`src/rtl/hilo_mult_unit.sv`:
```
// Multi-cycle radix-2 shift-add multiplier (MULT/MULTU) owning the HI/LO pair.
// Optional macro EARLY_TERM_EN: leave RUN once the remaining multiplier bits are all zero.
module hilo_mult_unit #(
   parameter int WIDTH = 32
) (
   input  logic             clk,
   input  logic             rst_n,
   input  logic             start,
   input  logic             op_signed,
   input  logic [WIDTH-1:0] op_a,
   input  logic [WIDTH-1:0] op_b,
   input  logic             wr_hi,
   input  logic             wr_lo,
   input  logic [WIDTH-1:0] wr_data,
   output logic             busy,
   output logic             double,
   output logic             done,
   output logic [WIDTH-1:0] hi,
   output logic [WIDTH-1:0] lo
);

   localparam int CW = $clog2(WIDTH);

   typedef enum logic [1:0] {IDLE, RUN, FIX} state_t;

   state_t             state;
   logic [CW-1:0]      cnt;
   logic [WIDTH-1:0]   mcand;
   logic [WIDTH-1:0]   mplier;
   logic               neg;
   logic [2*WIDTH-1:0] acc;
   logic [2*WIDTH-1:0] acc_nxt;
   logic [WIDTH:0]     sum;
   logic               last_step;
   logic               term;

   // Unsigned magnitude: the most negative operand maps to 2^(WIDTH-1) without overflow.
   function automatic logic [WIDTH-1:0] magnitude(input logic [WIDTH-1:0] v, input logic sgn);
      logic signed [WIDTH-1:0] s;
      s = v;
      return (sgn && s[WIDTH-1]) ? (~v + 1'b1) : v;
   endfunction

   function automatic logic [2*WIDTH-1:0] apply_sign(input logic [2*WIDTH-1:0] v, input logic n);
      return n ? (~v + 1'b1) : v;
   endfunction

   // Partial products accumulate in a WIDTH+1 window starting at bit cnt; bits above it are still zero.
   always_comb begin
      acc_nxt = acc;
      sum     = {1'b0, acc[cnt +: WIDTH]} + {1'b0, mcand};
      if (mplier[cnt])
         acc_nxt[cnt +: WIDTH+1] = sum;
   end

   assign last_step = (cnt == CW'(WIDTH-1));

`ifdef EARLY_TERM_EN
   assign term = last_step || (((mplier >> cnt) >> 1) == '0);
`else
   assign term = last_step;
`endif

   always_ff @(posedge clk) begin
      if (!rst_n) begin
         state  <= IDLE;
         cnt    <= '0;
         busy   <= 1'b0;
         double <= 1'b0;
         done   <= 1'b0;
         hi     <= '0;
         lo     <= '0;
      end else begin
         case (state)
            IDLE: begin
               done <= 1'b0;
               if (start) begin
                  state  <= RUN;
                  cnt    <= '0;
                  busy   <= 1'b1;
                  double <= 1'b1;
               end else begin
                  if (wr_hi) hi <= wr_data;
                  if (wr_lo) lo <= wr_data;
               end
            end
            RUN: begin
               cnt <= cnt + 1'b1;
               if (term) begin
                  state  <= FIX;
                  double <= 1'b0;
                  done   <= 1'b1;
               end
            end
            FIX: begin
               {hi, lo} <= apply_sign(acc, neg);
               state    <= IDLE;
               busy     <= 1'b0;
               done     <= 1'b0;
            end
            default: begin
               state  <= IDLE;
               busy   <= 1'b0;
               double <= 1'b0;
               done   <= 1'b0;
            end
         endcase
      end
   end

   // Operand and accumulator datapath; always reloaded by start, so it carries no reset.
   always_ff @(posedge clk) begin
      if (state == IDLE && start) begin
         mcand  <= magnitude(op_a, op_signed);
         mplier <= magnitude(op_b, op_signed);
         neg    <= op_signed & (op_a[WIDTH-1] ^ op_b[WIDTH-1]);
         acc    <= '0;
      end else if (state == RUN) begin
         acc <= acc_nxt;
      end
   end

endmodule

```
`config.mk`:
```
export PLATFORM = sky130hd
export DESIGN_NAME = hilo_mult_unit
export DESIGN_NICKNAME = d
export VERILOG_FILES = /design/src/rtl/hilo_mult_unit.sv
export SDC_FILE = /design/constraint.sdc
export NUM_CORES = 1
export LEC_CHECK = 0
export CAP_MARGIN = 20
export CORE_MARGIN = 2
export CORE_UTILIZATION = 40
export CTS_BUF_LIST = sky130_fd_sc_hd__clkbuf_2 sky130_fd_sc_hd__clkbuf_4 sky130_fd_sc_hd__clkbuf_8
export DETAILED_ROUTE_END_ITERATION = 8
export GPL_TIMING_DRIVEN = 0
export PLACE_DENSITY_LB_ADDON = 0.12
export SLEW_MARGIN = 20
export SYNTH_ARGS = -nofsm -noshare
export SYNTH_HDL_FRONTEND = slang
export SYNTH_SLANG_ARGS = --single-unit
```
`constraint.sdc`:
```
create_clock -name clk -period 13.8 [get_ports clk]
set_input_delay 4.14 -clock clk [delete_from_list [all_inputs] [get_ports clk]]
set_output_delay 4.14 -clock clk [all_outputs]
set_load 0.02 [all_outputs]
```
; Word level (Yosys, flattened, before mapping)
; Cells that the tools add are included.
[totals]
in_bits = 102
output_inout_bits = 67
register_bits = 203
elab_cells = 71
[classes]
add_sub_neg = 6
order_cmp = 1
eq_ne = 8
n_reduce_logical = 14
muxes = 21
bitwise = 7
shift = 3
[ops]
columns = cell, n
row1 = 2-to-1 mux 32 bit, 6
row2 = one-hot mux 32 bit (2 select lines), 2
row3 = "adder 32 x 1 -> 32 bit, second input constant", 2
row4 = "adder 64 x 1 -> 64 bit, second input constant", 1
row5 = bitwise mux 64 bit, 1
row6 = 2-to-1 mux 64 bit, 1
row7 = inverter 32 bit, 2
row8 = inverter 64 bit, 1
row9 = "variable shift 33 x 7 -> 64 bit, first input constant", 1
row10 = variable part select 33 x 7 -> 64 bit, 1
row11 = variable part select 64 x 6 -> 32 bit, 1
row12 = adder 32 x 32 -> 33 bit, 1
row13 = "inequality test 2 bit, second input constant", 5
row14 = one-hot mux 5 bit (2 select lines), 1
row15 = AND reduction 2 bit, 5
row16 = AND reduction 3 bit, 3
row17 = negator 5 -> 7 bit, 1
row18 = "less-than comparator 5 x 6 -> 1 bit, second input constant", 1
row19 = "adder 5 x 1 -> 5 bit, second input constant", 1
row20 = binary-select mux 1 bit (select 5 bit), 1
row21 = "equality test 5 bit, second input constant", 1
row22 = 2-to-1 mux 5 bit, 1
row23 = 2-to-1 mux 2 bit, 2
row24 = one-hot mux 2 bit (2 select lines), 1
row25 = 11 further kinds, 17

; Longest topological paths before layout
[logic_depth]
word_depth = 4
ltp_mapped = 28
ltp_nobuf = 21

; Worst setup path after synthesis
; Ideal clock, no wire load.
[synth_timing]
path_kind = input -> register
from = input port start
to = register mcand[0], enable pin
path_stages = 3
t_required_ps = 13345
arrival_time_ps = 6315
path_slack_ps = 7030
setup_time_ps = 455
cell_sequence = nand2_1 -> clkinv_1 -> clkbuf_1
[synth_between]
elab_chain_cells = 1
[synth_lines]
columns = item, line_no
row1 = from (decl), 8  ; input logic start,
row2 = logical AND 1 bit, 113  ; if (state == IDLE && start) begin
row3 = to (signal assigned), 114  ; mcand <= magnitude(op_a, op_signed);
row4 = to (decl), 28  ; logic [WIDTH-1:0] mcand;
; No other way between the ends.
; A chain may end at the register's enable or synchronous reset.

; Worst setup path after layout
[layout_timing]
from = register cnt[0]
to = register acc[24]
[layout_between]
elab_chain_cells = 4
elab_cells_between_ends = 9
classes_between = add/sub: 2 / shift: 3 / mux: 3 / reduce/logical: 1
[layout_lines]
columns = item, line_no
row1 = from (decl), 27  ; logic [CW-1:0] cnt;
row2 = from (signal assigned), 88  ; cnt <= cnt + 1'b1;
row3 = variable part select 64 x 6 -> 32 bit, 51  ; sum = {1'b0, acc[cnt +: WIDTH]} + {1'b0, mcand};
row4 = adder 32 x 32 -> 33 bit, 51
row5 = variable part select 33 x 7 -> 64 bit, 53  ; acc_nxt[cnt +: WIDTH+1] = sum;
row6 = bitwise mux 64 bit, 53
row7 = to (signal assigned), 119  ; acc <= acc_nxt;
row8 = to (decl), 31  ; logic [2*WIDTH-1:0] acc;
; Parallel ways exist; a longest one is shown, timed or not. The select of a mux whose other input is x is not followed.

==> load_flow_metrics.sql <==
INSERT INTO impl_metrics (metric_group, metric, value, unit) VALUES
('outcome', 'run_status', 'finished clean', ''),
('synth', 'netlist_instances', '2508', ''),
('floorplan', 'core.rowCount', '81', ''),
('job', 'maxCapViolCount', '0', ''),
('clock_network', 'clock_latency', '0.65', 'ns'),
('floorplan', 'floorplan.io_pins', '169', ''),
('clock_network', 'post_cts_resize_count', '0', ''),
('synth', 'synth.net_count', '2651', ''),
('clock_network', 'cts.reportedPaths.clkPinSlew', '0.07', 'ns'),
('placed_design', 'numPortBuffers', '167', ''),
('synth', 'netlist_area', '19600', 'µm²'),
('synth', 'part_of_the_yosys_area_used_for_sequential_elements', '0.241', ''),
('power_and_ir_drop', 'ir_drop', '0.0764', 'mV'),
('global_route', 'antenna_violations_before_repair', '4', ''),
('synth', 'synth_edf_count', '65', ''),
('worst_hold_path', 'hold_path_class', 'reg2reg', ''),
('detailed_routing', 'finalWirelength', '109000', 'µm'),
('clock_network', 'cts_hold_repair.buffers', '0', ''),
('placed_design', 'dp_worst_setup_slack', '4.39', 'ns'),
('sta', 'finClkSkew', '0.0425', 'ns'),
('synth', 'synth_area_per_cell', '7.80', 'µm²'),
('sta', 'worstMarginPinSlew', '1.27', 'ns'),
('floorplan', 'core_area', '48600', 'µm²'),
('setup_path', 'crit_path_start_kind', 'flip-flop', ''),
('setup_path', 'critPathMaxFanout', '10', ''),
('synth', 'synthesis.yosys.warnings', '0', ''),
('floorplan', 'die_w', '225', 'µm'),
('setup_path', 'cp_data_arrival_time', '10.06', 'ns'),
('layout', 'most-common-layout-cells', '364 x sky130_fd_sc_hd__nand2_1, 226 x sky130_fd_sc_hd__o21ai_0, 198 x sky130_fd_sc_hd__nor2_1', ''),
('global_route', 'grt_start_max_net_pins', '57', ''),
('sta', 'finalHoldViolCount', '0', ''),
('global_route', 'globalRouteTotalUtil', '0.420', ''),
('detailed_routing', 'post_drt_wl_per_cell', '32.2', 'µm'),
('detailed_routing', 'drt-pass1-iter-count', '7', ''),
('sta', 'fin_crit', '9.54', 'ns'),
('detailed_routing', 'per_cell_via_count_in_the_routed_design', '6.79', ''),
('setup_path', 'critPathCaptureType', 'flip-flop', ''),
('layout', 'post-route-util', '0.471', ''),
('synth', 'synth_ff_type', 'sky130_fd_sc_hd__dfxtp_1', ''),
('clock_network', 'cts.repair_timing.setup_buffer_count', '0', ''),
('synth', 'asyncSetResetFlopFracSynth', '0', ''),
('detailed_routing', 'dr_total_vias', '22900', ''),
('detailed_routing', 'ant_nets', '0', ''),
('sta', 'layout_setup_ws', '4.26', 'ns'),
('sta', 'report.final.setup_viol', '0', ''),
('clock_network', 'cts_inserted_buffers', '41', ''),
('setup_path', 'cp_data_required_time', '14.32', 'ns'),
('clock_network', 'cts_htree_levels', '2', ''),
('synth', 'synth-seq-cells', '203', ''),
('global_route', 'first_pass_grt_wire_length', '154000', 'µm'),
('sta', 'slew_headroom', '0.147', ''),
('sta', 'slew_viol_final', '0', ''),
('global_route', 'grt_overflow', '0', ''),
('detailed_routing', 'drt_first_iter_violations', '2968', ''),
('sta', 'final_worst_path_period_share', '0.691', ''),
('clock_network', 'tritoncts', 'built', ''),
('placed_design', 'dpl.hpwl', '85000', 'µm'),
('clock_network', 'cts.path.max_buffers', '3', ''),
('setup_path', 'timing.rr.start', 'cnt[0]$_SDFFE_PN0P_', ''),
('power_and_ir_drop', 'lkg_pwr', '8.95', 'nW'),
('clock_network', 'cts_sinks', '203', ''),
('synth', 'netlist-cell-type-count', '93', ''),
('sta', 'peak_clock_frequency_supported_by_timing', '105', 'MHz'),
('global_route', 'grt_pass1_vias', '21800', ''),
('layout', 'synthToLayoutAreaGrowth', '17.1', '%'),
('layout', 'layout-drive-gt1-share', '0.0778', ''),
('floorplan', 'fp.dieArea', '50700', 'µm²'),
('floorplan', 'die_height', '225', 'µm'),
('setup_path', 'crit_type', 'reg2reg', ''),
('sta', 'unrepaired_setup_endpoints_after_global_routing', 'false', ''),
('placed_design', 'routabilityCongestion', '1.06', ''),
('floorplan', 'initial_utilization', '0.402', ''),
('placed_design', 'placed_area', '22100', 'µm²'),
('clock_network', 'ctsRootBufferMaster', 'sky130_fd_sc_hd__clkbuf_8', ''),
('layout', 'fin_area', '22900', 'µm²'),
('worst_hold_path', 'hold_path_startpoint', 'done$_SDFFE_PN0P_', ''),
('layout', 'final_net_count', '2864', ''),
('power_and_ir_drop', 'pwr_density_cell', '122', 'nW/µm²'),
('setup_path', 'critical_path.startpoint', 'cnt[0]$_SDFFE_PN0P_', ''),
('layout', 'layout_commonest_cell', 'sky130_fd_sc_hd__nand2_1', ''),
('sta', 'setup_tns', '0', 'ns'),
('detailed_routing', 'drt_drc_violations_left', '0', '');
## registers in the layout, summed over array words and instances, names as in the netlist
signal and flops:
lo 32, double 1, mplier 32, acc 64, busy 1, mcand 32, done 1, cnt 5
hi 32, neg 1, state 2
## kinds of logic after synthesis
| group | synth area share |
|---|---|
| compound gates | 0.287 |
| xor+xnor | 0.0645 |
| fa+ha+maj | 0.0266 |
| buf+inv | 0.0474 |
| flops | 0.241 |
| mux | 0.140 |
| simple gates | 0.193 |
## synth_stat cells, types with 39 or more instances
cell type                  number  share of area
sky130_fd_sc_hd__a21oi_1      193          0.049
sky130_fd_sc_hd__clkbuf_1     157          0.030
sky130_fd_sc_hd__dfxtp_1      138           0.14
sky130_fd_sc_hd__edfxtp_1      65           0.10
sky130_fd_sc_hd__ha_1          40          0.026
sky130_fd_sc_hd__mux2i_1      135          0.069
sky130_fd_sc_hd__mux4_2        51          0.059
sky130_fd_sc_hd__nand2_1      364          0.070
sky130_fd_sc_hd__nand3_1       48          0.012
sky130_fd_sc_hd__nor2_1       201          0.039
sky130_fd_sc_hd__nor3_1        48          0.012
sky130_fd_sc_hd__o211a_1       66          0.034
sky130_fd_sc_hd__o211ai_1      43          0.017
sky130_fd_sc_hd__o21ai_0      226          0.058
sky130_fd_sc_hd__o31ai_1       39          0.015
sky130_fd_sc_hd__xnor2_1      107          0.048
## worst max-delay path: stages, from the launching register on
cell	delay, ns
sky130_fd_sc_hd__dfxtp_1	0.46
sky130_fd_sc_hd__buf_2	0.34
sky130_fd_sc_hd__buf_2	0.35
sky130_fd_sc_hd__buf_2	0.32
sky130_fd_sc_hd__buf_1	0.74
sky130_fd_sc_hd__clkbuf_1	0.69
sky130_fd_sc_hd__clkbuf_1	0.72
sky130_fd_sc_hd__o21ai_0	0.41
sky130_fd_sc_hd__o21ai_0	0.65
sky130_fd_sc_hd__a21oi_1	0.16
sky130_fd_sc_hd__mux2i_1	0.36
sky130_fd_sc_hd__ha_1	0.41
sky130_fd_sc_hd__and2_1	0.23
sky130_fd_sc_hd__a221oi_2	0.37
sky130_fd_sc_hd__a21boi_1	0.18
sky130_fd_sc_hd__nor3_1	0.43
sky130_fd_sc_hd__o311ai_0	0.26
sky130_fd_sc_hd__o22ai_1	0.72
sky130_fd_sc_hd__mux2_2	0.46
sky130_fd_sc_hd__nor2_1	0.10
sky130_fd_sc_hd__a22oi_1	0.49
sky130_fd_sc_hd__o221ai_1	0.33
sky130_fd_sc_hd__o211a_1	0.23
## area by class of cell
class	instances	area, µm²
antenna	2	5.00
sequential	203	4710
clock buffer	50	657
timing repair buffer	170	1720
clock inverter	23	141
buffer	203	787
inverter	39	146
multi-input combinational	2063	13900
fill	4918	25700
tap	622	778
## final timing paths
check / endpoint / slack, ns / depth (start not counted)
max: acc[24]$_SDFFE_PP0P_ / 4.26 / 22
min: done$_SDFFE_PN0P_ / 0.51 / 1
min reg2reg: done$_SDFFE_PN0P_ / 0.51 / 1
max reg2reg: acc[24]$_SDFFE_PP0P_ / 4.26 / 22
## per-layer routing
layer,track usage,wire (µm),vias to the layer above
met1,0.520,41700,11100
met2,0.649,47000,1626
met4,0.243,7410,4
met5,0.00391,24,-
met3,0.126,12500,385
li1,-,-,9788
## power by group
group	internal (W)	leakage [nW]	switching [W]
sequential	0.000665	1.75	0.0000627
clock	0.000319	0.406	0.000321
combinational	0.000445	6.79	0.000977
total	0.00143	8.95	0.00136
## metrics by stage
stage	total power (W)	hold WS, ns	cells
2_1_floorplan	0.00152	0.481	2508
3_3_place_gp	0.00207	0.479	3297
3_5_place_dp	0.00207	0.494	3300
4_1_cts	0.00271	0.515	3373
5_1_grt	0.00285	0.538	3374
6_report	0.00279	0.515	3375
No activity file was read; power rests on OpenSTA's default activity.
